===== src/rtl/mem_pkg.sv =====
// Shared types, mode encodings and the byte-merge helper for the data memory bank.
package mem_pkg;

    typedef enum logic {
        CLEAR = 1'b0,
        READY = 1'b1
    } state_e;

    localparam logic MODE_WRITE_FIRST = 1'b0;
    localparam logic MODE_READ_FIRST  = 1'b1;

    // The merge runs at the widest supported word; callers zero-extend and truncate.
    localparam int MAX_DATA_WIDTH = 256;
    localparam int MAX_BE_WIDTH   = MAX_DATA_WIDTH / 8;

    function automatic logic [MAX_DATA_WIDTH-1:0] byte_merge(
        input logic [MAX_DATA_WIDTH-1:0] old_word,
        input logic [MAX_DATA_WIDTH-1:0] new_word,
        input logic [MAX_BE_WIDTH-1:0]   be
    );
        logic [MAX_DATA_WIDTH-1:0] res;
        res = old_word;
        for (int i = 0; i < MAX_BE_WIDTH; i++) begin
            if (be[i]) res[i*8 +: 8] = new_word[i*8 +: 8];
        end
        return res;
    endfunction

endpackage


===== src/rtl/mem_clear_seq.sv =====
// CLEAR/READY sequencer: sweeps every word address once after reset or a clear pulse.
module mem_clear_seq
    import mem_pkg::*;
#(
    parameter int DEPTH     = 64,
    parameter int CNT_WIDTH = (DEPTH > 1) ? $clog2(DEPTH) : 1
) (
    input  logic                 clk,
    input  logic                 rst,
    input  logic                 clear_i,
    output logic [CNT_WIDTH-1:0] sweep_addr_o,
    output logic                 sweep_we_o,
    output logic                 ready_o,
    output logic                 busy_o,
    output state_e               state_o
);

    state_e               state_q;
    logic [CNT_WIDTH-1:0] cnt_q;

    always_ff @(posedge clk or negedge rst) begin
        if (!rst) begin
            state_q <= CLEAR;
            cnt_q   <= '0;
        end else begin
            case (state_q)
                CLEAR: begin
                    // A clear during the sweep restarts it from word 0.
                    if (clear_i) begin
                        cnt_q <= '0;
                    end else if (cnt_q == CNT_WIDTH'(DEPTH - 1)) begin
                        state_q <= READY;
                        cnt_q   <= '0;
                    end else begin
                        cnt_q <= cnt_q + 1'b1;
                    end
                end
                READY: begin
                    if (clear_i) begin
                        state_q <= CLEAR;
                        cnt_q   <= '0;
                    end
                end
                default: begin
                    state_q <= CLEAR;
                    cnt_q   <= '0;
                end
            endcase
        end
    end

    assign sweep_addr_o = cnt_q;
    assign sweep_we_o   = (state_q == CLEAR);
    assign ready_o      = (state_q == READY);
    assign busy_o       = (state_q == CLEAR);
    assign state_o      = state_q;

endmodule


===== src/rtl/mem_bank_rw.sv =====
// Single-port data memory bank with byte strobes, per-request read-during-write mode,
// one-cycle registered response and a self-clearing sweep.
module mem_bank_rw
    import mem_pkg::*;
#(
    parameter int DATA_WIDTH = 32,
    parameter int DEPTH      = 64,
    parameter int ADDR_WIDTH = 7
) (
    input  logic                      clk,
    input  logic                      rst,
    input  logic                      req_valid,
    output logic                      req_ready,
    input  logic                      req_we,
    input  logic [DATA_WIDTH/8-1:0]   req_be,
    input  logic [ADDR_WIDTH-1:0]     req_addr,
    input  logic [DATA_WIDTH-1:0]     req_wdata,
    input  logic                      req_mode,
    input  logic                      clear,
    output logic                      busy,
    output logic                      rsp_valid,
    output logic [DATA_WIDTH-1:0]     rsp_data,
    output logic                      rsp_err
);

    localparam int BE_WIDTH  = DATA_WIDTH / 8;
    localparam int IDX_WIDTH = (DEPTH > 1) ? $clog2(DEPTH) : 1;

    logic [DATA_WIDTH-1:0]     cells [DEPTH];
    logic [IDX_WIDTH-1:0]      sweep_addr;
    logic                      sweep_we;
    state_e                    seq_state;
    logic                      accept;
    logic                      in_range;
    logic                      wr_en;
    logic [IDX_WIDTH-1:0]      idx;
    logic [DATA_WIDTH-1:0]     old_word;
    logic [DATA_WIDTH-1:0]     merged;
    logic [MAX_DATA_WIDTH-1:0] old_wide;
    logic [MAX_DATA_WIDTH-1:0] new_wide;
    logic [MAX_DATA_WIDTH-1:0] merged_wide;
    logic [MAX_BE_WIDTH-1:0]   be_wide;
    logic                      rsp_valid_q;
    logic [DATA_WIDTH-1:0]     rsp_data_q;
    logic [DATA_WIDTH-1:0]     rsp_data_d;
    logic                      rsp_err_q;
    logic                      unused_bits;

    mem_clear_seq #(
        .DEPTH     (DEPTH),
        .CNT_WIDTH (IDX_WIDTH)
    ) u_seq (
        .clk          (clk),
        .rst          (rst),
        .clear_i      (clear),
        .sweep_addr_o (sweep_addr),
        .sweep_we_o   (sweep_we),
        .ready_o      (req_ready),
        .busy_o       (busy),
        .state_o      (seq_state)
    );

    // Valid/ready: a request transfers on a rising edge where req_valid and req_ready
    // are both high; it is answered by a single rsp_valid pulse on the next cycle.
    assign accept   = req_valid && req_ready;
    assign in_range = 32'(req_addr) < 32'(DEPTH);
    assign idx      = req_addr[IDX_WIDTH-1:0];
    assign old_word = cells[idx];
    assign wr_en    = accept && req_we && in_range;

    always_comb begin
        old_wide                   = '0;
        old_wide[DATA_WIDTH-1:0]   = old_word;
        new_wide                   = '0;
        new_wide[DATA_WIDTH-1:0]   = req_wdata;
        be_wide                    = '0;
        be_wide[BE_WIDTH-1:0]      = req_be;
        merged_wide                = byte_merge(old_wide, new_wide, be_wide);
    end

    assign merged = merged_wide[DATA_WIDTH-1:0];

    always_comb begin
        rsp_data_d = old_word;
        if (!in_range) begin
            rsp_data_d = '0;
        end else if (req_we && (req_mode == MODE_WRITE_FIRST)) begin
            rsp_data_d = merged;
        end
    end

    // Sweep and request writes never coincide: requests are only accepted in READY.
    always_ff @(posedge clk) begin
        if (sweep_we) begin
            cells[sweep_addr] <= '0;
        end else if (wr_en) begin
            cells[idx] <= merged;
        end
    end

    always_ff @(posedge clk or negedge rst) begin
        if (!rst) begin
            rsp_valid_q <= 1'b0;
            rsp_data_q  <= '0;
            rsp_err_q   <= 1'b0;
        end else begin
            rsp_valid_q <= accept;
            if (accept) begin
                rsp_data_q <= rsp_data_d;
                rsp_err_q  <= !in_range;
            end
        end
    end

    assign rsp_valid = rsp_valid_q;
    assign rsp_data  = rsp_data_q;
    assign rsp_err   = rsp_err_q;

    assign unused_bits = &{1'b0, merged_wide[MAX_DATA_WIDTH-1:DATA_WIDTH], seq_state};

endmodule


===== config.mk =====
export PLATFORM = sky130hd
export DESIGN_NAME = mem_bank_rw
export DESIGN_NICKNAME = d
export VERILOG_FILES = /design/src/rtl/mem_pkg.sv /design/src/rtl/mem_clear_seq.sv /design/src/rtl/mem_bank_rw.sv
export SDC_FILE = /design/constraint.sdc
export NUM_CORES = 2
export LEC_CHECK = 0
export BUFFER_PORTS_ARGS = -buffer_cell sky130_fd_sc_hd__buf_4
export CORE_MARGIN = 3
export CORE_UTILIZATION = 60
export DETAILED_ROUTE_END_ITERATION = 8
export PLACE_DENSITY = 0.78
export SLEW_MARGIN = 20
export SYNTH_ARGS = -nofsm -noshare
export SYNTH_HDL_FRONTEND = slang
export SYNTH_SLANG_ARGS = --single-unit

===== constraint.sdc =====
create_clock -name clk -period 12 [get_ports clk]
set_input_delay 3.6 -clock clk [delete_from_list [all_inputs] [get_ports clk]]
set_output_delay 3.6 -clock clk [all_outputs]
set_load 0.02 [all_outputs]

==> results.sh <==
export IMPL_status="finished, final reports clean"
export IMPL_rsz0062_at_grt="false"
export IMPL_drtPass1Iterations=6
export IMPL_cts_buffers=192
export IMPL_whs_path_depth=1
export IMPL_clockBufferDepth=3
export IMPL_synthesis_nets=3754
export IMPL_max_cap_viol_count=0
export IMPL_synth_cell_types=66
export IMPL_mostFrequentLayoutCells="edfxtp_1 (2048), mux4_2 (404), buf_4 (217), clkbuf_16 (196), a22oi_1 (186)"
export IMPL_intPower_uw=11500
export IMPL_vdd_drop_max_mv=0.135
export IMPL_fmax_ghz=0.121
export IMPL_first_iter_violations=7984
export IMPL_switching_share_pct=21.3
export IMPL_async_reset_ff_share_pct=1.96
export IMPL_worstSetupEndpointType="register"
export IMPL_start_util_pct=60.5
export IMPL_pwr_share_seq_pct=54.8
export IMPL_setup_tns_ps=0
export IMPL_core_rowCount=134
export IMPL_io_pins=85
export IMPL_max_stage_delay_ps=930
export IMPL_grt_util_all_layers_pct=32.8
export IMPL_root_buffer="clkbuf_16"
export IMPL_vias_per_cell=7.27
export IMPL_drc=0
export IMPL_clock_latency_ps=830
export IMPL_syn_to_final_growth_pct=12.0
export IMPL_worst_endpoint_arrival_ps=8900
export IMPL_post_cts_setup_buffer_count=0
export IMPL_tightest_slew_ps=1250
export IMPL_synth_yosys_seq_area_share_pct=77.2
export IMPL_min_path_type="reg2reg"
export IMPL_setup_violations_final=0
export IMPL_vias=42491
export IMPL_power_share_combinational_pct=4.2
export IMPL_dp_hpwl_um=123000
export IMPL_h_tree_depth=4
export IMPL_fin_crit_ps=8280
export IMPL_p_per_area_nw_per_um2=161
export IMPL_hold_viol=0
export IMPL_totalWireLength_um=227000
export IMPL_yosys_top_cells_area="edfxtp_1 (76%), mux4_2 (11%), mux2i_1 (2.2%)"
export IMPL_drive_above_1_share_pct=26.1
export IMPL_holdWs_ps=526
export IMPL_core_um2=134000
export IMPL_grt_first_pass_wirelength_um=320000
export IMPL_io_buffer_count=84
export IMPL_drv_slew=0
export IMPL_yosysWarningCount=0
export IMPL_synth_edff_count=2048
export IMPL_cp_max_fo=95
export IMPL_synth_top_cell_area_share_pct=75.9
export IMPL_hold_buffers=0
export IMPL_grt_max_degree=113
export IMPL_p_switching_uw=3100
export IMPL_clock_sinks=2089
export IMPL_cts_tree="done"
export IMPL_die_x_um=373
export IMPL_clk_pin_slew_ps=60
export IMPL_post_drt_wl_per_cell_um=38.8
export IMPL_antenna_found_initial=14
export IMPL_final_nets=3971
export IMPL_critPathKind="in2reg"
export IMPL_syn_area_um2=81000
export IMPL_r2r_cells=9
export IMPL_crit_chain="buf_8 > buf_12 > buf_12 > mux2i_1 > a22oi_1 > a21oi_1 > a2111oi_0 > o21ai_1 > o21ai_4 > buf_4"
export IMPL_place_gp_congestion=0.943
export IMPL_crit_top_cell="buf_12"
export IMPL_cts_resized=0
export IMPL_dieArea_um2=139000
export IMPL_chipHeight_um=373
export IMPL_timing_final_crit_share_pct=69.0
export IMPL_final_common_cell="edfxtp_1"
export IMPL_power_leakage_uw=0.0328
export IMPL_synthCells=3704
export IMPL_synth_seq_cells=2089
export IMPL_relSlewSlack_pct=16.8
export IMPL_cp_slowest_cell="a2111oi_0"
export IMPL_clkPwrFrac_pct=41.1
export IMPL_yosysTopAreaCell="edfxtp_1"
export IMPL_finClkSkew_ps=29.3
export IMPL_ys_flop_type="edfxtp_1"
export IMPL_ant_nets=0
export IMPL_grt_ovfl_total=0
export IMPL_startpoint_type="input pin"
export IMPL_first_global_vias=42419
export IMPL_syn_area_per_cell_um2=21.9
export IMPL_cp_data_required_time_ps=12610
layer usage:
| metal | wire, µm | global-route usage [%] | up-vias |
|---|---|---|---|
| met3 | 35700 | 11.8 | 702 |
| met4 | 13400 | 16.2 | 6 |
| li1 | - | - | 16181 |
| met1 | 74500 | 43.5 | 21635 |
| met5 | 44 | 0 | - |
| met2 | 103000 | 48.7 | 3967 |
cell usage after synthesis (18+ instances only):
library cell,n
a21oi_1,63
a22oi_1,186
buf_1,19
buf_2,63
buf_4,19
buf_6,20
clkbuf_1,61
dfrtp_1,41
edfxtp_1,2048
mux2_2,18
mux2i_1,174
mux4_1,49
mux4_2,404
nand2_1,36
nand3_1,58
nor2_1,94
o21ai_0,55
o21ai_1,39
o22ai_1,39
cell type report:
cell class	instances	area, µm²
tap	1768	2210
timing repair buffer	235	2000
fill	7735	43100
clock inverter	112	1010
multi-input combinational	1394	17900
inverter	9	33.8
sequential	2089	62500
clock buffer	232	5040
antenna	7	17.5
registers in the layout, summed over array words and instances, names as in the netlist:
signal and cells:
cells 2048, rsp_data 32, rsp_err 1, rsp_valid 1
u_seq.ready_o 1, u_seq.sweep_addr_o 6
worst max-delay path: cells and delay by family:
kind / cells / cell delay (ps)
mux: 1 / 190
buf+inv: 4 / 2060
compound gates: 5 / 2730
final timing paths:
path | start | endpoint | slack, ps
worst max-delay path | req_addr[0] | cells[46][21] | 3720
worst min-delay path | rsp_data[14] | rsp_data[14] | 530
worst max register to register | u_seq.ready_o | cells[59][23] | 7330
worst min register to register | rsp_data[14] | rsp_data[14] | 530
max in group asynchronous | rst | u_seq.sweep_addr_o[2] | 8730
min in group asynchronous | rst | rsp_data[26] | 2820
per-stage QoR:
stage / cell area, µm² / cells / total power [µW] / worst slack (ps) / util (%)
after CTS: 90600 / 5834 / 14600 / 3970 / 67.7
after global placement: 84500 / 5489 / 8710 / 2980 / 63.1
after detailed placement: 84500 / 5490 / 8720 / 3150 / 63.2
after global routing: 90700 / 5840 / 14900 / 3670 / 67.8
final: 90700 / 5846 / 14600 / 3720 / 67.8
after floorplan: 81000 / 3704 / 8480 / 3680 / -
power groups by stage:
stage | logic (µW) | registers (µW) | clock network, µW
global placement | 581 | 8130 | 0
floorplan | 351 | 8130 | 0
detailed placement | 585 | 8130 | 0
global route | 621 | 7980 | 6260
finish | 609 | 7980 | 5980
CTS | 591 | 7980 | 6000
cell families after synthesis:
kind of cell / Yosys count / synth area share, %
compound gates: 467 / 3.90
xor+xnor: 2 / 0.0216
fa+ha+maj: 1 / 0.0154
buf+inv: 221 / 1.90
flops: 2089 / 77.2
mux: 645 / 15.2
simple gates: 279 / 1.73
(Power assumes the default switching activity.)
